### src/rtl/riscv_mem_arbiter_pkg.sv
// Shared types and helpers for the unified-memory arbiter.
package riscv_mem_arbiter_pkg;

   // Arbiter FSM states
   typedef enum logic [1:0] {
      ARB_IDLE   = 2'd0,
      ARB_ACCESS = 2'd1,
      ARB_DONE   = 2'd2
   } arb_state_e;

   // Owner of the access currently in flight
   localparam logic ARB_OWNER_I = 1'b0;
   localparam logic ARB_OWNER_D = 1'b1;

   // Latency counter width: holds MEM_LATENCY-1 for latencies up to 7
   localparam int LAT_CNT_W = 3;

   // Width of the fetch-starvation streak counter (STARVE_MAX up to 15)
   localparam int STREAK_W = 4;

   // Saturating increment of the contested-D streak
   function automatic logic [STREAK_W-1:0] streak_inc(input logic [STREAK_W-1:0] streak,
                                                      input logic [STREAK_W-1:0] limit);
      return (streak >= limit) ? limit : streak + {{(STREAK_W-1){1'b0}}, 1'b1};
   endfunction

endpackage

### src/rtl/riscv_mem_arbiter_lat_cnt.sv
// Loadable down-counter that flags when the memory read latency has elapsed.
module riscv_arb_lat_cnt
   import riscv_mem_arbiter_pkg::*;
(
   input  logic                 clk,
   input  logic                 rst_n,
   input  logic                 load,
   input  logic [LAT_CNT_W-1:0] load_val,
   input  logic                 dec,
   output logic                 done
);

   localparam logic [LAT_CNT_W-1:0] CNT_ONE = {{(LAT_CNT_W-1){1'b0}}, 1'b1};

   logic [LAT_CNT_W-1:0] cnt_q, cnt_d;

   // Load has priority; decrement stops at zero
   always_comb begin
      cnt_d = cnt_q;
      if (load) begin
         cnt_d = load_val;
      end else if (dec && (cnt_q != '0)) begin
         cnt_d = cnt_q - CNT_ONE;
      end
   end

   // Counter register
   always_ff @(posedge clk or negedge rst_n) begin
      if (!rst_n) begin
         cnt_q <= '0;
      end else begin
         cnt_q <= cnt_d;
      end
   end

   assign done = (cnt_q == '0);

endmodule

### src/rtl/riscv_mem_arbiter.sv
// Shares one single-port unified memory between instruction fetch and load/store.
// One access at a time: grant -> mem_en cycle -> wait MEM_LATENCY -> 1-cycle valid.
// Handshake: a requester holds req and its address/data until its valid; req high in
// the cycle of its own valid is a new request; dropping req after the grant does not
// cancel the access.
module riscv_mem_arbiter
   import riscv_mem_arbiter_pkg::*;
#(
   parameter int unsigned MEM_LATENCY = 1,
   parameter int unsigned STARVE_MAX  = 4
) (
   input  logic        clk,
   input  logic        rst,
   input  logic        if_req,
   input  logic [31:0] if_addr,
   output logic [31:0] if_rdata,
   output logic        if_valid,
   output logic        if_wait,
   input  logic        d_req,
   input  logic        d_we,
   input  logic [3:0]  d_be,
   input  logic [31:0] d_addr,
   input  logic [31:0] d_wdata,
   output logic [31:0] d_rdata,
   output logic        d_valid,
   output logic        d_wait,
   output logic        mem_en,
   output logic        mem_we,
   output logic [3:0]  mem_be,
   output logic [31:0] mem_addr,
   output logic [31:0] mem_wdata,
   input  logic [31:0] mem_rdata
);

   localparam logic [LAT_CNT_W-1:0] LAT_LOAD   = LAT_CNT_W'(MEM_LATENCY - 1);
   localparam logic [STREAK_W-1:0]  STARVE_LIM = STREAK_W'(STARVE_MAX);

   arb_state_e          state_q, state_d;
   logic                owner_q, owner_d;
   logic [STREAK_W-1:0] streak_q, streak_d;
   logic                mem_en_q, mem_en_d;
   logic                mem_we_q, mem_we_d;
   logic [3:0]          mem_be_q, mem_be_d;
   logic [31:0]         mem_addr_q, mem_addr_d;
   logic [31:0]         mem_wdata_q, mem_wdata_d;
   logic [31:0]         if_rdata_q, if_rdata_d;
   logic [31:0]         d_rdata_q, d_rdata_d;
   logic                if_valid_q, if_valid_d;
   logic                d_valid_q, d_valid_d;

   logic can_arb, d_wins, i_wins;
   logic cnt_load, cnt_dec, lat_done;

   riscv_arb_lat_cnt u_lat_cnt (
      .clk      (clk),
      .rst_n    (rst),
      .load     (cnt_load),
      .load_val (LAT_LOAD),
      .dec      (cnt_dec),
      .done     (lat_done)
   );

   // Data wins contention unless fetch has already lost STARVE_MAX contests in a row
   always_comb begin
      can_arb = (state_q == ARB_IDLE) || (state_q == ARB_DONE);
      d_wins  = d_req && (!if_req || (streak_q != STARVE_LIM));
      i_wins  = if_req && !d_wins;
   end

   // Next-state, latched request and registered outputs
   always_comb begin
      state_d     = state_q;
      owner_d     = owner_q;
      streak_d    = streak_q;
      mem_en_d    = 1'b0;
      mem_we_d    = mem_we_q;
      mem_be_d    = mem_be_q;
      mem_addr_d  = mem_addr_q;
      mem_wdata_d = mem_wdata_q;
      if_rdata_d  = if_rdata_q;
      d_rdata_d   = d_rdata_q;
      if_valid_d  = 1'b0;
      d_valid_d   = 1'b0;
      cnt_load    = 1'b0;
      cnt_dec     = 1'b0;

      // ACCESS: the mem_en cycle loads the counter; read data is taken when it expires
      if (state_q == ARB_ACCESS) begin
         if (mem_en_q) begin
            cnt_load = 1'b1;
         end else if (lat_done) begin
            state_d = ARB_DONE;
            if (owner_q == ARB_OWNER_I) begin
               if_valid_d = 1'b1;
               if_rdata_d = mem_rdata;
            end else begin
               d_valid_d = 1'b1;
               if (!mem_we_q) begin
                  d_rdata_d = mem_rdata;
               end
            end
         end else begin
            cnt_dec = 1'b1;
         end
      end

      // IDLE and DONE both arbitrate, so grants can run back-to-back
      if (can_arb) begin
         state_d = ARB_IDLE;
         if (d_wins) begin
            state_d     = ARB_ACCESS;
            owner_d     = ARB_OWNER_D;
            mem_en_d    = 1'b1;
            mem_we_d    = d_we;
            mem_be_d    = d_be;
            mem_addr_d  = d_addr;
            mem_wdata_d = d_wdata;
            if (if_req) begin
               streak_d = streak_inc(streak_q, STARVE_LIM);
            end
         end else if (i_wins) begin
            state_d    = ARB_ACCESS;
            owner_d    = ARB_OWNER_I;
            mem_en_d   = 1'b1;
            mem_we_d   = 1'b0;
            mem_be_d   = 4'b0000;
            mem_addr_d = if_addr;
            streak_d   = '0;
         end
      end
   end

   // State and output registers; reset abandons any access in flight
   always_ff @(posedge clk or negedge rst) begin
      if (!rst) begin
         state_q     <= ARB_IDLE;
         owner_q     <= ARB_OWNER_I;
         streak_q    <= '0;
         mem_en_q    <= 1'b0;
         mem_we_q    <= 1'b0;
         mem_be_q    <= 4'b0000;
         mem_addr_q  <= '0;
         mem_wdata_q <= '0;
         if_rdata_q  <= '0;
         d_rdata_q   <= '0;
         if_valid_q  <= 1'b0;
         d_valid_q   <= 1'b0;
      end else begin
         state_q     <= state_d;
         owner_q     <= owner_d;
         streak_q    <= streak_d;
         mem_en_q    <= mem_en_d;
         mem_we_q    <= mem_we_d;
         mem_be_q    <= mem_be_d;
         mem_addr_q  <= mem_addr_d;
         mem_wdata_q <= mem_wdata_d;
         if_rdata_q  <= if_rdata_d;
         d_rdata_q   <= d_rdata_d;
         if_valid_q  <= if_valid_d;
         d_valid_q   <= d_valid_d;
      end
   end

   assign mem_en    = mem_en_q;
   assign mem_we    = mem_we_q;
   assign mem_be    = mem_be_q;
   assign mem_addr  = mem_addr_q;
   assign mem_wdata = mem_wdata_q;
   assign if_rdata  = if_rdata_q;
   assign if_valid  = if_valid_q;
   assign d_rdata   = d_rdata_q;
   assign d_valid   = d_valid_q;
   assign if_wait   = if_req & ~if_valid_q;
   assign d_wait    = d_req & ~d_valid_q;

endmodule
### config.mk
export PLATFORM = sky130hd
export DESIGN_NAME = riscv_mem_arbiter
export DESIGN_NICKNAME = d
export VERILOG_FILES = /design/src/rtl/riscv_mem_arbiter_pkg.sv /design/src/rtl/riscv_mem_arbiter_lat_cnt.sv /design/src/rtl/riscv_mem_arbiter.sv
export SDC_FILE = /design/constraint.sdc
export NUM_CORES = 1
export LEC_CHECK = 0
export CORE_ASPECT_RATIO = 1.4
export CORE_MARGIN = 1
export CORE_UTILIZATION = 38
export DETAILED_ROUTE_END_ITERATION = 6
export PLACE_DENSITY = 0.86
export SLEW_MARGIN = 10
export SYNTH_ARGS = -nofsm -noshare
export SYNTH_HDL_FRONTEND = slang
export SYNTH_HIERARCHICAL = 1
export SYNTH_SLANG_ARGS = --single-unit
export TNS_END_PERCENT = 30
### constraint.sdc
create_clock -name clk -period 1.85 [get_ports clk]
set_clock_uncertainty 0.15 [all_clocks]
set_input_delay 0.37 -clock clk [delete_from_list [all_inputs] [get_ports clk]]
set_output_delay 0.37 -clock clk [all_outputs]
set_load 0.01 [all_outputs]
## Word level (Yosys, flattened, before mapping)

Cells that the tools add are included.

| storage, ports and cells | value |
|---|---|
| flip-flop bits (word level) | 146 |
| input bits | 137 |
| output and inout port bits | 138 |
| logic and storage cells | 82 |

| cells by class | value |
|---|---|
| add/sub/neg operators | 2 |
| $lt $le $gt $ge | 1 |
| equality and inequality tests | 5 |
| muxes and demuxes | 34 |
| bitwise operators | 7 |
| reductions and logical operators | 20 |

Operators with widths:

| operator | number |
|---|---|
| $mux 32 | 2 |
| $mux 1 | 21 |
| $mux 4 | 5 |
| $mux 2 | 4 |
| $reduce_bool 2->1 | 4 |
| $mux 3 | 2 |
| $reduce_and 3->1 | 2 |
| $not 1->1 | 5 |
| $reduce_and 5->1 | 1 |
| $add 4x1->4 const B | 1 |
| $ge 4x3->1 const B | 1 |
| $ne 4x3->1 const B | 1 |
| $reduce_and 2->1 | 2 |
| $reduce_and 4->1 | 1 |
| $logic_and 1x1->1 | 3 |
| $logic_not 3->1 | 1 |
| $reduce_bool 3->1 | 1 |
| $sub 3x1->3 const B | 1 |
| $and 1x1->1 | 2 |
| $eq 2x1->1 const B | 1 |
| $eq 2x2->1 const B | 1 |
| $logic_not 1->1 | 2 |
| $logic_not 2->1 | 1 |
| $logic_or 1x1->1 | 2 |
| 2 further kinds | 2 |

## Longest topological paths before layout

| logic depth | value |
|---|---|
| word-level depth | 8 |
| gate-level depth with buffers | 8 |
| mapped depth without buffers | 6 |

## Hierarchy

Netlist, hierarchy kept.

Modules (own cells, without submodules):

| module | times used | cells each | area an instance (um^2) | sequential area each (um^2) |
|---|---|---|---|---|
| riscv_mem_arbiter | 1 | 444 | 5940.7 | 3578.4 |
| riscv_arb_lat_cnt | 1 | 19 | 190.2 | 75.1 |

## Worst setup path after synthesis

Ideal clock, no wire load.

| path | value |
|---|---|
| path kind | register to register |
| start | register u_lat_cnt.cnt_q[0] |
| end | register if_rdata_q[30] (netlist: if_rdata[30]) |
| library setup time | 0.127 ns |
| arrival time | 1.747 ns |
| required time | 1.573 ns |
| setup slack | -0.174 ns |
| cell stages (with the launch flop) | 9 |
| buffers on the path | 2 |
| clock period less this slack | 2.024 ns |
| cell sequence | dfrtp_1 -> inv_1 -> ha_1 -> ha_1 -> and4bb_2 -> and2b_1 -> buf_6 -> buf_6 -> mux2_1 |

| on the way | value |
|---|---|
| cells in the longest elaborated chain, start to end | 2 |

Ends and longest elaborated chain:

| item | RTL line | text |
|---|---|---|
| from (decl) | riscv_mem_arbiter_lat_cnt.sv:15 | `logic [LAT_CNT_W-1:0] cnt_q, cnt_d;` |
| from (signal assigned) | riscv_mem_arbiter_lat_cnt.sv:32 | `cnt_q <= cnt_d;` |
| $logic_not 3->1 | riscv_mem_arbiter_lat_cnt.sv:36 | `assign done = (cnt_q == '0);` |
| via lat_done | riscv_mem_arbiter.sv:52 | `logic cnt_load, cnt_dec, lat_done;` |
| $reduce_and 4->1 (no source line) | n/a |  |
| to (signal assigned) | riscv_mem_arbiter.sv:157 | `if_rdata_q <= if_rdata_d;` |
| to (decl) | riscv_mem_arbiter.sv:46 | `logic [31:0] if_rdata_q, if_rdata_d;` |

The timed path passes the listed nets, and every way through them passes these cells.
A chain may end at the register's enable or synchronous reset.

## Worst setup path in the final report

| path | value |
|---|---|
| start | register u_lat_cnt.cnt_q[0] |
| end | register d_rdata_q[11] (netlist: d_rdata[11]) |

| on the way | value |
|---|---|
| cells in the longest elaborated chain, start to end | 2 |

Ends and longest elaborated chain:

| item | RTL line | text |
|---|---|---|
| $logic_not 3->1 | riscv_mem_arbiter_lat_cnt.sv:36 |  |
| via lat_done | riscv_mem_arbiter.sv:52 |  |
| $reduce_and 5->1 (no source line) | n/a |  |
| to (signal assigned) | riscv_mem_arbiter.sv:158 | `d_rdata_q <= d_rdata_d;` |
| to (decl) | riscv_mem_arbiter.sv:47 | `logic [31:0] d_rdata_q, d_rdata_d;` |

The timed path passes the listed nets, and every way through them passes these cells.

==> results.sh <==
export IMPL_grt_pass1_wl_um=27100
export IMPL_synth_seq_area_share_pct=59.6
export IMPL_drcViolationCount=0
export IMPL_p_leak_nw=5.36
export IMPL_rsz0062_at_grt="yes"
export IMPL_total_power_mw=16.4
export IMPL_final_antenna_net_count=0
export IMPL_clk_pin_slew_ps=60
export IMPL_die_area_mm2=0.0167
export IMPL_root_buffer="clkbuf_16"
export IMPL_dr_pass1_iters=4
export IMPL_slew_viol_final=0
export IMPL_min_period_ps=2030
export IMPL_crit_path_start_kind="flip-flop"
export IMPL_cap_violations=0
export IMPL_yosysUniqueCellTypes=33
export IMPL_antenna_found_initial=0
export IMPL_fillers=1147
export IMPL_core_mm2=0.0157
export IMPL_timing_hold_ws_ps=292
export IMPL_max_freq_mhz=492
export IMPL_gp_congestion=0.742
export IMPL_multi_input_area_mm2=0.00244
export IMPL_status="finished with violations"
export IMPL_synth_ff_type="dfrtp_1"
export IMPL_violations="negative setup slack"
export IMPL_cts_buffers=17
export IMPL_avgSynthCellArea_um2=13.2
export IMPL_ys_ff_latch=146
export IMPL_synthCells=463
export IMPL_final_net_count=912
export IMPL_htreeDepth=4
export IMPL_insertedDiodeCount=0
export IMPL_seq_area_mm2=0.00365
export IMPL_crit_path_end_kind="flip-flop"
export IMPL_via_per_inst=4.97
export IMPL_wl_per_cell_um=17.8
export IMPL_worstSkewPairLatency_ps=400
export IMPL_io_buffer_count=274
export IMPL_path_max_fanout=8
export IMPL_drive_gt1_share_pct=23.6
export IMPL_pre_cts_slack_ps=-366
export IMPL_setup_viol=67
export IMPL_p_sw_share_pct=31.6
export IMPL_arrival_ps=2170
export IMPL_p_per_area_mw_per_mm2=1570
export IMPL_crit_type="reg -> reg"
export IMPL_rows=54
export IMPL_critPathRequiredTime_ps=1990
export IMPL_drt_iter0_drc=153
export IMPL_grt_max_degree=37
export IMPL_hold_viol_final=0
export IMPL_tritoncts="yes"
export IMPL_clockBufferDepth=2
export IMPL_track_usage_pct=21.1
export IMPL_synth_edff_count=0
export IMPL_synth_area_mm2=0.00613
export IMPL_routed_wl_um=17400
export IMPL_area_growth_syn_to_layout_pct=70.6
export IMPL_die_y_um=152
export IMPL_io_pins=275
export IMPL_dp_hpwl_um=11500
export IMPL_pwr_share_clk_pct=20.6
export IMPL_dieWidth_um=109
export IMPL_initial_core_util_pct=39.1
export IMPL_p_switching_mw=5.18
export IMPL_setup_ws_ps=-183
export IMPL_period_share_pct=110
export IMPL_vias=4867
export IMPL_p_int_mw=11.2
export IMPL_synth_async_reset_ratio_pct=100
export IMPL_seqPwrFrac_pct=34.0
export IMPL_ys_warn_count=6
export IMPL_clkSinkCount=146
export IMPL_max_vdd_ir_drop_mv=1.04
export IMPL_hold_class="in -> async"
export IMPL_grt_pass1_vias=5234
export IMPL_grt_overflow_total=0
export IMPL_combPwrFrac_pct=45.4
[critical path, cell delays in order, from the launching register on]
cell and delay (ps):
dfrtp_1 360, inv_2 50, ha_4 150, ha_4 160, and4bb_2 240, buf_6 120
nand3b_4 150, clkbuf_16 200, mux2_2 340
[placed cells by master, fill, tap and decap left out, types with 4 or more instances in the layout]
master	n
o211ai_1	33
nand2_1	74
mux2_2	31
mux2_4	65
dlygate4sd2_1	47
clkinvlp_4	5
buf_12	11
dfrtp_1	146
buf_16	4
buf_4	25
dlymetal6s2s_1	81
clkbuf_16	20
clkdlybuf4s50_1	145
nand4_1	32
nor2b_1	4
[sequential cells by signal (all words and copies together) (netlist names)]
name,count
d_rdata,32
d_valid,1
if_rdata,32
if_valid,1
mem_addr,32
mem_be,4
mem_en,1
mem_wdata,32
mem_we,1
owner_q,1
state_q,2
streak_q,4
u_lat_cnt/cnt_q,3
[synthesized netlist by cell type, types with 2 or more instances]
| library cell | instances | share of area, % |
|---|---|---|
| nor3b_1 | 2 | 0.24 |
| inv_1 | 6 | 0.37 |
| buf_6 | 8 | 1.5 |
| a21o_1 | 2 | 0.24 |
| and2_1 | 3 | 0.31 |
| nand2b_1 | 2 | 0.20 |
| or4b_1 | 3 | 0.49 |
| nand2_1 | 74 | 4.5 |
| dfrtp_1 | 146 | 60 |
| o21ai_0 | 3 | 0.24 |
| and3b_1 | 2 | 0.29 |
| ha_1 | 4 | 0.82 |
| nand4_1 | 32 | 3.3 |
| clkbuf_1 | 14 | 0.86 |
| o311ai_1 | 2 | 0.29 |
| mux2_4 | 29 | 7.1 |
| mux2_2 | 65 | 12 |
| a22o_1 | 3 | 0.43 |
| mux2_1 | 2 | 0.37 |
| nor2b_1 | 4 | 0.41 |
| o211ai_1 | 33 | 4.0 |
| buf_2 | 11 | 0.90 |
| nor2_1 | 3 | 0.18 |
[through the flow]
step	instances	TNS [ps]	utilization [%]	cell area, µm²
finish	980	-9390	66.7	10500
global route	980	-15990	66.7	10500
CTS	974	-11570	64.7	10100
detailed placement	934	-29810	59.5	9330
global placement	934	-26630	59.5	9330
floorplan	465	-4990	-	6170
[cell type report]
class | instances | area share, %
multi-input combinational | 280 | 23.3
inverter | 6 | 0.215
clock inverter | 14 | 1.39
timing repair buffer | 320 | 33.6
tap | 196 | 2.34
sequential | 146 | 34.9
clock buffer | 18 | 4.20
[per-layer routing]
metal / up-vias / global-route usage, % / part of all wire, %
met5: - / 0 / 0
met4: 0 / 5.97 / 1.4
met3: 18 / 6.20 / 7.6
met2: 209 / 39.1 / 53
met1: 2362 / 22.7 / 38
li1: 2278 / - / -
[power by group through the flow]
stage	clock network [mW]	logic [mW]	registers, mW
2_1_floorplan	0	2.63	6.24
3_3_place_gp	0	7.25	5.53
3_5_place_dp	0	7.42	5.61
4_1_cts	3.45	7.57	5.58
5_1_grt	3.59	7.99	5.77
6_report	3.37	7.44	5.57
[timing repair]
action                     4_1_cts  5_1_grt
hold endpoints to repair        28        0
setup buffers                    3        3
gates resized for setup         85       88
pin swaps                        0        1
cloned                           4        3
hold buffers                     1        0
setup endpoints to repair      117      180
[path summary, 6_finish.rpt]
| path | startpoint | endpoint | slack, ps | cells after the start |
|---|---|---|---|---|
| worst min register to register | mem_addr[28]$_DFFE_PN0P_ | mem_addr[28]$_DFFE_PN0P_ | 340 | 2 |
| max in group asynchronous | rst | d_rdata[21]$_DFFE_PN0P_ | 730 | 3 |
| worst max-delay path | u_lat_cnt/cnt_q[0]$_DFFE_PN0P_ | d_rdata[11]$_DFFE_PN0P_ | -180 | 8 |
| worst max register to register | u_lat_cnt/cnt_q[0]$_DFFE_PN0P_ | d_rdata[11]$_DFFE_PN0P_ | -180 | 8 |
| worst min-delay path | rst | if_rdata[11]$_DFFE_PN0P_ | 290 | 2 |
| min in group clk | mem_addr[28]$_DFFE_PN0P_ | mem_addr[28]$_DFFE_PN0P_ | 340 | 2 |
[logic make-up after synthesis]
family                     after synthesis  share of synthesized area [%]
adders and majority gates                4                          0.816
AOI/OAI and AO/OA                       46                           5.63
muxes                                   96                           19.4
DFF                                    146                           59.6
other                                    1                         0.0612
buffers and inverters                   39                           3.59
and+or+nand+nor                        131                           10.9
Note: power is estimated with default switching activity, not from simulation.
==> RTL change, RTL diff (same flow settings) <==
The 3 states of `arb_state_e` get a one-hot encoding in 3 bits.
--- a/src/rtl/riscv_mem_arbiter_pkg.sv
+++ b/src/rtl/riscv_mem_arbiter_pkg.sv
@@ -2,10 +2,10 @@
 package riscv_mem_arbiter_pkg;
 
    // Arbiter FSM states
-   typedef enum logic [1:0] {
-      ARB_IDLE   = 2'd0,
-      ARB_ACCESS = 2'd1,
-      ARB_DONE   = 2'd2
+   typedef enum logic [2:0] {
+      ARB_IDLE   = 3'b001,
+      ARB_ACCESS = 3'b010,
+      ARB_DONE   = 3'b100
    } arb_state_e;
 
    // Owner of the access currently in flight
Function: same outputs for any inputs over 4 cycles, from zero or initial values and one cycle with rst low; so few cycles prove little.
==> RTL change against the original RTL <==
The run still ends with setup timing left. Fmax is 4.7% lower. Critical endpoint is now d_rdata[23]$_DFFE_PN0P_. Hold slack worse by 0.018 ns. Routed wire length is 5.7% higher. Cell area is 0.24% lower. Core utilization is 0.45 points lower. Worst setup slack worse by 0.10 ns. Sequential cell count is 1 higher. Global-route usage is 0.31 points lower. Die area is 0.95% higher. Area after synthesis is 0.96% higher.
Power is not compared: it rests on default switching activity, and its combinational part moved more than twofold at a synthesized area within 25%.
==> RTL change: results (changes against the original RTL) <==
run status: finished with violations
violations in the final reports: setup timing
met1 track utilization from global routing: 0.234 (+0.00671)
depth of the most critical reg-to-reg path: 4 (-4)
endpoint of the lowest-slack register-to-register path: d_rdata[23]$_DFFE_PN0P_
routing usage on met2: 0.361 (-0.0295)
data arrival time at the worst-slack endpoint: 2.27 ns (+0.10 ns)
worst-case setup margin in the final layout: -0.284 ns (-0.101 ns)
startpoint of the most critical register-to-register path: state_q[0]$_DFFE_PN1P_
detailed-routed wire length on met2: 9690 µm (+4.7%)
routability congestion estimate: 0.809 (+9.1%)
critical path peak fanout: 9 (+1)
length of routed met3 wiring: 1510 µm (+15%)
M3 GR Usage: 0.0721 (+0.0100)
fraction of final layout cells sized beyond drive strength 1: 0.241 (+0.00550)
CTS max path bufs: 2 (unchanged)
highest signal layer in the routed design: met5
GRT Overall Usage: 0.208 (-0.00311)
number of vias per cell: 5.11 (+2.8%)
count of final setup violators: 99 (+48%)
largest net degree at the start of global routing: 46 (+24%)
vias in the first global route: 5248 (+0.27%)
hold slack: 0.274 ns (-0.0177 ns)
Met1 Routed Length: 6860 µm (+3.6%)
Worst setup SP type: flop
sequential-to-total area share from yosys stat: 0.595 (-0.00142)
first-iteration detailed-routing DRC count: 222 (+45%)
pre-CTS setup slack: -0.325 ns (+0.0408 ns)
total detailed-routing wirelength: 18400 µm (+5.7%)
Final HPWL DP: 12200 µm (+6.1%)
nets@finish: 919 (+0.77%)
global-route wire length before repair: 27000 µm (-0.41%)
clock slew at reported path FFs: 0.06 ns (about the same)
max incr delay on CP: 0.58 ns (+0.22 ns)
most common library cells after synthesis: dfrtp_1, mux2_2, a21oi_1, nand3_1, a31oi_1
number of distinct standard cells referenced by the synthesized netlist: 39 (+18%)
most area-consuming cells after synthesis: dfrtp_1, mux2_2, mux2_4, a31oi_1, a21oi_1
worst-path cell with the longest stage delay: or4_4
number of antenna violations at the first check in global routing: 1 (+1)
fraction of registers with async set or reset after synthesis: 1.00 (unchanged)
RTL change: cell types whose count changed in the layout (fill, tap and decap cells not counted), moves of 6 or more:
cell and change:
o211ai_1 -32, o21ai_0 +29, nand3_1 +34, clkdlybuf4s50_1 -7
a21oi_1 +34, dlygate4sd2_1 +6, nand2_1 -68, mux2_4 -18
a31oi_1 +33, mux2_2 +18, nand4_1 -32
RTL change: layout make-up:
type / instances / area, µm²
clock buffer: 18 / 439
clock inverter: 14 / 124
fill: 1146 / 5310
inverter: 10 / 37.5
multi-input combinational: 280 / 2410
sequential: 147 / 3680
tap: 196 / 245
timing repair buffer: 322 / 3500
RTL change: metrics by stage:
stage	instance area, µm²	TNS, ns	instances
floorplan	6200	-27.92	473
global placement	9360	-29.92	942
detailed placement	9360	-32.38	942
CTS	9960	-16.19	979
global route	10400	-23.70	987
finish	10400	-18.12	987
RTL change: repair_timing:
| action | CTS | global route |
|---|---|---|
| endpoints found under the setup margin | 194 | 185 |
| endpoints found under the hold margin | 31 | 0 |
| gates resized for setup | 63 | 108 |
| buffers inserted | 3 | 2 |
| pin swaps | 3 | 3 |
| hold buffers | 1 | 0 |
| gates cloned | 1 | 6 |
RTL change: logic make-up after synthesis:
logic type	share of synthesized area
simple gates	0.0560
fa+ha+maj	0.00809
xor+xnor	0.00142
other cells	0.000606
mux	0.196
buf+inv	0.0386
flops	0.595
compound gates	0.105
RTL change: power by group through the flow:
stage | Combinational (mW) | Sequential [mW] | Clock (mW)
finish | 0.594 | 3.27 | 3.25
global route | 0.645 | 3.27 | 3.48
CTS | 0.599 | 3.27 | 3.33
detailed placement | 0.607 | 3.33 | 0
global placement | 0.595 | 3.33 | 0
floorplan | 0.106 | 3.35 | 0
